<file path="src/rtl/crop_downsample_grid.sv">
// Crop-and-downsample stage: samples an N_COLS x N_ROWS grid from a raster pixel stream
// and emits one reduced pixel per grid point as an addressed write, with a done/ack handshake.
module crop_downsample_grid #(
    parameter int unsigned IN_W    = 12,
    parameter int unsigned OUT_W   = 8,
    parameter int unsigned FRAME_W = 640,
    parameter int unsigned X0      = 27,
    parameter int unsigned Y0      = 17,
    parameter int unsigned SX      = 21,
    parameter int unsigned SY      = 16,
    parameter int unsigned N_COLS  = 28,
    parameter int unsigned N_ROWS  = 28,
    parameter int unsigned MODE    = 0,
    parameter int unsigned ACC_LEN = 4,
    parameter int unsigned ADDR_W  = $clog2(N_COLS * N_ROWS)
) (
    input  logic              iCLK,
    input  logic              iRST,
    input  logic              buf_rst,
    input  logic              iSTART,
    input  logic              iDVAL,
    input  logic [9:0]        iY,
    input  logic [IN_W-1:0]   iDATA,
    output logic              oWR_EN,
    output logic [ADDR_W-1:0] oWR_ADDR,
    output logic [OUT_W-1:0]  oWR_DATA,
    output logic              oBUSY,
    output logic              oDONE,
    input  logic              iACK
);

    localparam int unsigned XW    = (FRAME_W > 1) ? $clog2(FRAME_W) : 1;
    // Point sampling is the one-pixel average, so both modes share one datapath.
    localparam int unsigned LEN   = (MODE == 1) ? ACC_LEN : 1;
    localparam int unsigned SH    = $clog2(LEN);
    localparam int unsigned ACC_W = IN_W + SH;
    localparam int unsigned CNT_W = (SH > 0) ? SH : 1;
    localparam int unsigned CW    = (N_COLS > 1) ? $clog2(N_COLS) : 1;
    localparam int unsigned RW    = (N_ROWS > 1) ? $clog2(N_ROWS) : 1;
    localparam int unsigned DSH   = SH + IN_W - OUT_W;

    if (X0 + (N_COLS - 1) * SX + ACC_LEN > FRAME_W) begin : g_bad_window
        $error("crop_downsample_grid: sample window exceeds FRAME_W");
    end
    if (ACC_LEN == 0 || (ACC_LEN & (ACC_LEN - 1)) != 0 || ACC_LEN > SX) begin : g_bad_acc
        $error("crop_downsample_grid: ACC_LEN must be a power of 2 in 1..SX");
    end
    if (OUT_W > IN_W || SX == 0 || SY == 0) begin : g_bad_width
        $error("crop_downsample_grid: illegal OUT_W or stride");
    end

    typedef enum logic [1:0] {StIdle, StArmed, StCapture, StDone} state_e;

    state_e            state_q, state_d;
    logic [XW-1:0]     x_q;
    logic [XW-1:0]     col_x_q, col_x_d;
    logic [9:0]        row_y_q, row_y_d;
    logic [CW-1:0]     c_q, c_d;
    logic [RW-1:0]     r_q, r_d;
    logic [ACC_W-1:0]  acc_q, acc_d;
    logic [CNT_W-1:0]  cnt_q, cnt_d;
    logic              acc_on_q, acc_on_d;
    logic [ADDR_W-1:0] addr_q, addr_d;
    logic              wr_en_q, wr_en_d;
    logic [ADDR_W-1:0] wr_addr_q, wr_addr_d;
    logic [OUT_W-1:0]  wr_data_q, wr_data_d;
    logic              done_q, done_d;

    logic              pix;
    logic              hit;
    logic              last;
    logic [ACC_W-1:0]  sum;

    always_ff @(posedge iCLK or negedge iRST) begin
        if (!iRST) begin
            x_q <= '0;
        end else if (buf_rst) begin
            x_q <= '0;
        end else if (iDVAL) begin
            x_q <= (x_q == XW'(FRAME_W - 1)) ? '0 : x_q + XW'(1);
        end
    end

    always_comb begin
        state_d   = state_q;
        col_x_d   = col_x_q;
        row_y_d   = row_y_q;
        c_d       = c_q;
        r_d       = r_q;
        acc_d     = acc_q;
        cnt_d     = cnt_q;
        acc_on_d  = acc_on_q;
        addr_d    = addr_q;
        wr_en_d   = 1'b0;
        wr_addr_d = wr_addr_q;
        wr_data_d = wr_data_q;
        done_d    = (state_q == StDone) && !iACK;

        pix  = iDVAL && ((state_q == StCapture) ||
                         (state_q == StArmed && x_q == '0 && iY == '0));
        hit  = !acc_on_q && (iY == row_y_q) && (x_q == col_x_q);
        sum  = (acc_on_q ? acc_q : '0) + ACC_W'(iDATA);
        last = acc_on_q ? (cnt_q == CNT_W'(LEN - 1)) : (LEN == 1);

        unique case (state_q)
            StIdle: begin
                col_x_d  = XW'(X0);
                row_y_d  = 10'(Y0);
                c_d      = '0;
                r_d      = '0;
                acc_on_d = 1'b0;
                cnt_d    = '0;
                addr_d   = '0;
                if (iSTART) state_d = StArmed;
            end
            StArmed:   if (pix) state_d = StCapture;
            StCapture: ;
            StDone:    if (iACK) state_d = StIdle;
            default:   state_d = StIdle;
        endcase

        if (pix && (acc_on_q || hit)) begin
            if (last) begin
                wr_en_d   = 1'b1;
                wr_addr_d = addr_q;
                // Top OUT_W bits of the IN_W-bit average, taken straight from the sum.
                wr_data_d = OUT_W'(sum >> DSH);
                addr_d    = addr_q + ADDR_W'(1);
                acc_on_d  = 1'b0;
                if (c_q == CW'(N_COLS - 1)) begin
                    c_d     = '0;
                    col_x_d = XW'(X0);
                    row_y_d = row_y_q + 10'(SY);
                    r_d     = r_q + RW'(1);
                    if (r_q == RW'(N_ROWS - 1)) state_d = StDone;
                end else begin
                    c_d     = c_q + CW'(1);
                    col_x_d = col_x_q + XW'(SX);
                end
            end else begin
                acc_d    = sum;
                acc_on_d = 1'b1;
                cnt_d    = acc_on_q ? cnt_q + CNT_W'(1) : CNT_W'(1);
            end
        end

        if (buf_rst) begin
            state_d   = StIdle;
            col_x_d   = '0;
            row_y_d   = '0;
            c_d       = '0;
            r_d       = '0;
            acc_d     = '0;
            cnt_d     = '0;
            acc_on_d  = 1'b0;
            addr_d    = '0;
            wr_en_d   = 1'b0;
            wr_addr_d = '0;
            wr_data_d = '0;
            done_d    = 1'b0;
        end
    end

    always_ff @(posedge iCLK or negedge iRST) begin
        if (!iRST) begin
            state_q   <= StIdle;
            col_x_q   <= '0;
            row_y_q   <= '0;
            c_q       <= '0;
            r_q       <= '0;
            acc_q     <= '0;
            cnt_q     <= '0;
            acc_on_q  <= 1'b0;
            addr_q    <= '0;
            wr_en_q   <= 1'b0;
            wr_addr_q <= '0;
            wr_data_q <= '0;
            done_q    <= 1'b0;
        end else begin
            state_q   <= state_d;
            col_x_q   <= col_x_d;
            row_y_q   <= row_y_d;
            c_q       <= c_d;
            r_q       <= r_d;
            acc_q     <= acc_d;
            cnt_q     <= cnt_d;
            acc_on_q  <= acc_on_d;
            addr_q    <= addr_d;
            wr_en_q   <= wr_en_d;
            wr_addr_q <= wr_addr_d;
            wr_data_q <= wr_data_d;
            done_q    <= done_d;
        end
    end

    assign oWR_EN   = wr_en_q;
    assign oWR_ADDR = wr_addr_q;
    assign oWR_DATA = wr_data_q;
    assign oBUSY    = (state_q == StArmed) || (state_q == StCapture);
    assign oDONE    = done_q;

endmodule

</file>
<file path="config.mk">
export PLATFORM = sky130hd
export DESIGN_NAME = crop_downsample_grid
export DESIGN_NICKNAME = d
export VERILOG_FILES = /design/src/rtl/crop_downsample_grid.sv
export SDC_FILE = /design/constraint.sdc
export NUM_CORES = 1
export LEC_CHECK = 0
export ABC_AREA = 1
export BUFFER_PORTS_ARGS = -buffer_cell sky130_fd_sc_hd__buf_4
export CORE_MARGIN = 1.5
export CORE_UTILIZATION = 60
export DETAILED_ROUTE_END_ITERATION = 8
export GPL_ROUTABILITY_DRIVEN = 0
export GPL_TIMING_DRIVEN = 0
export MAX_ROUTING_LAYER = met4
export PLACE_DENSITY = 0.85
export SYNTH_ARGS = -nofsm -noshare
export SYNTH_HDL_FRONTEND = slang
export SYNTH_SLANG_ARGS = --single-unit
</file>
<file path="constraint.sdc">
create_clock -name iCLK -period 3 [get_ports iCLK]
set_clock_uncertainty 0.1 [all_clocks]
set_input_delay 0.15 -clock iCLK [delete_from_list [all_inputs] [get_ports iCLK]]
set_output_delay 0.15 -clock iCLK [all_outputs]
set_load 0.01 [all_outputs]
</file>
==> summary.txt, run 1 <==
Die
  – Row cnt: 34
  – Core area: 8763 sq um
  – Initial Utilization: 62.44%
  – Die span in x: 98.50 um
  – Die H: 98.50 um
  – DIE AREA: 9701 sq um
  – I/O pins: 49

Power and ir drop
  – Leak: 3.154 nW
  – Power Dens Cells: 360.6 nW/um^2
  – VDD IR-drop max: 0.2518 mV

Routing
  – Met3 routed WL: 948 um
  – DR iter-0 viols: 445
  – Drt drc: 0
  – Vias: 5,401
  – Met1 wire length: 5.740 mm
  – WL final: 13.94 mm
  – DR WL met2: 6.872 mm
  – Via density: 5.667
  – Wirelength per Cell: 14.63 um
  – Drt first pass iters: 5
  – Top routing layer in use: met4
  – Detail Route Antenna Nets: 0

Global routing
  – Total GRT Usage: 30.95%
  – Number of global-route vias before repair: 5,348
  – First-pass GRT wire length: 23.68 mm
  – Largest net degree at the start of global routing: 87
  – Remaining global-route overflow: 0
  – Antenna violations before repair: 0

Clock tree
  – CTS tree: built
  – Clk sinks: 86
  – Clock Tree Buf Depth: 2
  – Worst skew pair latency: 0.37 ns
  – CTS buffer count: 9
  – Post-CTS Setup Inserts: 0
  – Clk pin slew, worst setup/hold paths: 0.09 ns
  – H-tree lvl count: 3
  – Root buffer cell: clkbuf_8

Worst hold path
  – Hold Path End: x_q[2]
  – Min-delay src: buf_rst
  – Min-Delay Path Class: in2reg
  – Hold path cells: 4

Worst setup path
  – Crit path buffers/inverters: 2
  – Worst EP arrival: 2.89 ns
  – Critical path class: reg2reg
  – Worst r2r src: acc_on_q
  – Critical Path End Type: flop
  – Worst path top cell family by delay: compound AO/OA/AOI/OAI gates
  – Worst setup SP type: flop
  – Most common cell on crit path: nand2_1
  – Slowest cell delay on critical path: 0.44 ns
  – Reg-to-reg slack, setup: 0.30 ns
  – CP Data Required Time: 3.19 ns
  – Cell with the largest stage delay on the worst path: dfrtp_1
  – Worst-path cell chain: clkbuf_2, nand2_1, inv_1, ha_1, a21oi_1, nand2_1, a21boi_0, o21ai_0, nand2_1, nand2_1, nand2_1, nand3_1, o21ai_0
  – Reg2Reg Capture Point: oWR_DATA[5]
  – R2R depth: 13
  – Max FO, Critical Path: 10

Cells and area
  – Filler instances: 737
  – Post-Layout Cell Count: 953
  – Commonest non-fill, non-tap cell in the layout: nand2_1
  – Highest-count cells in the layout ignoring fill and taps: nand2_1 (204), nor2_1 (105), inv_1 (99), o21ai_0 (89), dfrtp_1 (86)
  – Finished Cell Area: 6181 sq um
  – N_diodes: 0
  – Layout cell share with drive strength beyond 1: 10.06%
  – Fin nets: 892
  – Area growth syn-to-layout: 12.97%

Timing
  – Highest Clock Rate: 371.0 MHz
  – Least-Margin Pin Slew: 1.107 ns
  – Final Worst Setup Slack: 0.3048 ns
  – Setup_tns: 0 ns
  – Slew Viols, Final: 0
  – Final cycle utilization of the critical path: 89.84%
  – Final hold slack: 0.02347 ns
  – Final-report setup violation count: 0
  – Final Hold Fails: 0
  – Final Critical Period: 2.695 ns
  – Slew margin rel.: 26.19%
  – Unrepaired setup endpoints after global routing: no

Placement
  – Pre-CTS setup slack: 0.2052 ns
  – Cell Area, Placed: 5967 sq um
  – Port bufs: 48
  – DPL Wire Length: 10.16 mm
  – Placed cell count: 934

Logic synthesis
  – Flops & latches, synth: 86
  – Count of cell types in the netlist: 41
  – Mapped Area: 5471 sq um
  – Synth Net Count: 830
  – Sequential fraction of the synthesis area: 39.33%
  – Cells after Synth: 778
  – Avg Synthesized Cell Area: 7.033 sq um
  – Yosys warns: 0

Run status
  – Status: complete, no violations

Job
  – Max-cap violations: 0
synthesized netlist by cell type (all sizes together):
| cell | n | area share, % |
|---|---|---|
| nand2 | 205 | 14 |
| nor2 | 107 | 7.5 |
| inv | 101 | 6.9 |
| o21ai | 99 | 9.1 |
| dfrtp | 86 | 39 |
| nand3 | 45 | 4.2 |
| a21oi | 25 | 2.5 |
| ha | 23 | 5.3 |
| xor2 | 15 | 2.4 |
| clkbuf | 14 | 0.96 |
| nor3 | 14 | 1.4 |
| buf | 10 | 1.2 |
| xnor2 | 10 | 1.6 |
| nand4 | 5 | 0.69 |
| mux2 | 2 | 0.41 |
| nor3b | 2 | 0.27 |
| o211ai | 2 | 0.27 |
| o31ai | 2 | 0.27 |
| a21boi | 1 | 0.14 |
| a21o | 1 | 0.14 |
| a41oi | 1 | 0.16 |
| clkinv | 1 | 0.069 |
| fa | 1 | 0.37 |
| nand3b | 1 | 0.14 |
| nor4 | 1 | 0.11 |
| o2111ai | 1 | 0.16 |
| o22ai | 1 | 0.11 |
| o41ai | 1 | 0.16 |
| or2 | 1 | 0.11 |
worst min-delay path: stages:
cell and delay, ns:
buf_4 0.08, nor2_1 0.06, nor2_1 0.09, nor3_1 0.06
registers in the layout, summed over array words and instances, names as in the netlist, 8 cells and up:
signal    count
col_x_q      10
row_y_q      10
oWR_DATA      8
x_q          10
addr_q       10
oWR_ADDR     10
acc_q        12
power by group:
part           total [mW]  internal (mW)  switching, mW
sequential           1.20           1.18         0.0196
combinational       0.260         0.0902          0.170
clock               0.770          0.326          0.444
per-stage QoR:
stage / utilization (%) / power (mW)
global route: 70.53 / 2.314
CTS: 70.52 / 2.233
finish: 70.53 / 2.229
floorplan: - / 1.361
detailed placement: 68.09 / 1.475
global placement: 68.09 / 1.465
kinds of logic after synthesis:
| logic type | Yosys count | synth area share [%] |
|---|---|---|
| flops | 86 | 39.33 |
| xor+xnor | 25 | 4.002 |
| buf+inv | 126 | 9.124 |
| mux | 2 | 0.4116 |
| fa+ha+maj | 24 | 5.626 |
| compound gates | 134 | 12.97 |
| simple gates | 381 | 28.54 |
what timing repair did:
item	in CTS	in global routing
hold endpoints to repair	90	0
hold buffers	3	0
endpoints found under the setup margin	0	6
resized for setup	0	2
final cells by class:
type,count,area (sq um),share of cell area [%]
Tap cell,108,135.1,2.186
Multi-Input combinational cell,566,2820,45.63
Clock inverter,6,45.04,0.7287
Sequential cell,86,2152,34.82
Inverter,102,382.9,6.194
Buffer,24,117.6,1.903
Timing Repair Buffer,51,390.4,6.316
Clock buffer,10,137.6,2.227
worst max-delay path by stage:
stage	from	to	slack, ns	depth (start not counted)
floorplan	acc_on_q	oWR_DATA[5]	0.74	13
finish	acc_on_q	oWR_DATA[5]	0.30	13
global placement	acc_on_q	oWR_DATA[7]	0.29	13
global route	acc_on_q	oWR_DATA[7]	0.05	13
CTS	acc_on_q	oWR_DATA[7]	0.18	13
detailed placement	acc_on_q	oWR_DATA[7]	0.21	13
per-layer routing:
metal / vias up / GRT usage, %
met4: 0 / 14.63
met3: 42 / 4.823
met1: 2510 / 37.41
li1: 2602 / -
met5: - / -
met2: 247 / 51.00
No activity file was read; power rests on OpenSTA's default activity.
==> inputs of run 2 (changes only) <==
CORE_UTILIZATION = 55   (was 60)
MAX_ROUTING_LAYER = not set   (was met4)
PLACE_DENSITY = 0.8   (was 0.85)
==> run 2 against run 1 <==
Global-route usage shrank 2.5 points; maximum frequency grew 0.53%; sequential power is essentially flat; routed wire length grew 3.2%; critical path depth is the same; design area grew 1.3%; count of clock-buffer cells in the layout grew 1; largest cell class unchanged.
==> summary.txt, run 2 (same netlist as run 1, synthesis figures left out) <==
Timing
  – Final Hold Fails: 0
  – Slew Viols, Final: 0
  – Slew margin rel.: 26.19%
  – Final cycle utilization of the critical path: 89.37%
  – Setup_tns: 0 ns
  – Final Critical Period: 2.681 ns
  – Final-report setup violation count: 0
  – Least-Margin Pin Slew: 1.107 ns
  – Highest Clock Rate: 373.0 MHz
  – Unrepaired setup endpoints after global routing: no

Job
  – Max-cap violations: 0

Die
  – Initial Utilization: 56.24%
  – Row cnt: 36
  – Core area: 9729 sq um
  – DIE AREA: 10,560 sq um
  – Die span in x: 102.7 um
  – I/O pins: 49
  – Die H: 102.7 um

Global routing
  – First-pass GRT wire length: 23.02 mm
  – Total GRT Usage: 28.46%
  – Remaining global-route overflow: 0
  – Number of global-route vias before repair: 4,876
  – Largest net degree at the start of global routing: 87
  – Antenna violations before repair: 0

Power and ir drop
  – Leak: 3.187 nW
  – VDD IR-drop max: 0.2560 mV
  – Power Dens Cells: 382.8 nW/um^2

Cells and area
  – Highest-count cells in the layout ignoring fill and taps: nand2_1 (204), nor2_1 (105), inv_1 (99), o21ai_0 (88), dfrtp_1 (86)
  – N_diodes: 0
  – Layout cell share with drive strength beyond 1: 9.929%
  – Final Core Density: 64.38%
  – Filler instances: 857
  – Max FFs per register: 12
  – Area growth syn-to-layout: 14.48%
  – Commonest non-fill, non-tap cell in the layout: nand2_1
  – Post-Layout Cell Count: 979
  – Top reg by flops: acc_q
  – Fin nets: 893

Worst setup path
  – Worst setup SP type: flop
  – Cell with the largest stage delay on the worst path: dfrtp_1
  – Slowest cell delay on critical path: 0.44 ns
  – Critical Path End Type: flop
  – Most common cell on crit path: nand2_1
  – Max FO, Critical Path: 10
  – CP Data Required Time: 3.20 ns
  – Critical path class: reg2reg
  – Worst-path cell chain: clkbuf_2, nand2_1, inv_1, ha_1, a21oi_1, nand2_1, a21boi_0, o21ai_1, nand2_1, nand2_1, nand2_1, nand3_1, o21ai_0
  – Worst EP arrival: 2.89 ns

Clock tree
  – CTS buffer count: 9
  – Worst skew pair latency: 0.38 ns
  – Clock Tree Buf Depth: 2
  – H-tree lvl count: 3
  – Clk sinks: 86
  – Post-CTS Setup Inserts: 0
  – CTS tree: built
  – Clk pin slew, worst setup/hold paths: 0.09 ns
  – Root buffer cell: clkbuf_8

Worst hold path
  – Min-Delay Path Class: in2reg

Routing
  – DR iter-0 viols: 554
  – Drt first pass iters: 7
  – Detail Route Antenna Nets: 0
  – Drt drc: 0
  – WL final: 14.39 mm
  – Vias: 5,429
  – Wirelength per Cell: 14.69 um
  – Via density: 5.545

Run status
  – Status: complete, no violations

Placement
  – Port bufs: 48
  – DPL Wire Length: 10.19 mm
  – Placed cell count: 959
run 2: critical path, delay by kind of cell (launching register included):
family                   cells  cell delay, ns
flip-flops                   1            0.44
AO/OA/AOI/OAI                4            0.91
AND/OR/NAND/NOR              6            0.55
buffers and inverters        2            0.26
adder cells (fa/ha/maj)      1            0.34
run 2: final timing paths:
path / startpoint / endpoint / slack, ns / cells after the start
setup / recovery: acc_on_q / oWR_DATA[5] / 0.32 / 13
hold / removal: iDATA[0] / acc_q[0] / 0.09 / 4
setup reg to reg: acc_on_q / oWR_DATA[5] / 0.32 / 13
hold reg to reg: oWR_DATA[7] / oWR_DATA[7] / 0.40 / 2
max in group asynchronous: iRST / oWR_ADDR[1] / 1.67 / 2
min in group asynchronous: iRST / x_q[0] / 0.40 / 2
run 2: what timing repair did:
item,4_1_cts,5_1_grt
resized for setup,0,3
hold buffers,4,0
hold endpoints to repair,91,0
setup endpoints to repair,0,6
run 2: area by class of cell:
class	count	area, sq um	share of cell area [%]
Timing Repair Buffer	52	400.4	6.392
Buffer	24	117.6	1.878
Inverter	102	382.9	6.113
Multi-Input combinational cell	566	2820	45.03
Sequential cell	86	2152	34.36
Clock inverter	5	82.58	1.318
Clock buffer	11	141.4	2.257
Tap cell	133	166.4	2.657
run 2: metrics by stage:
stage / total power, mW / cell area [sq um] / hold slack (ns) / setup WS, ns
2_1_floorplan: 1.361 / 5472 / -0.2456 / 0.7419
3_3_place_gp: 1.467 / 5998 / 0.2370 / 0.2592
3_5_place_dp: 1.476 / 5998 / 0.2335 / 0.1182
4_1_cts: 2.394 / 6262 / 0.09880 / 0.1168
5_1_grt: 2.490 / 6264 / 0.1345 / 0.1022
6_report: 2.398 / 6264 / 0.08857 / 0.3190
run 2: routing by layer:
layer / vias to the layer above / wire length, um / track usage, %
li1: 2602 / - / -
met1: 2550 / 6033 / 36.65
met2: 244 / 6965 / 47.02
met3: 33 / 1056 / 6.576
met4: 0 / 330 / 10.81
met5: - / 0 / 0
run 2: power breakdown:
| group | internal, mW | switching (mW) |
|---|---|---|
| Sequential | 1.18 | 0.0201 |
| Combinational | 0.0910 | 0.169 |
| Clock | 0.494 | 0.444 |
| Total | 1.76 | 0.634 |
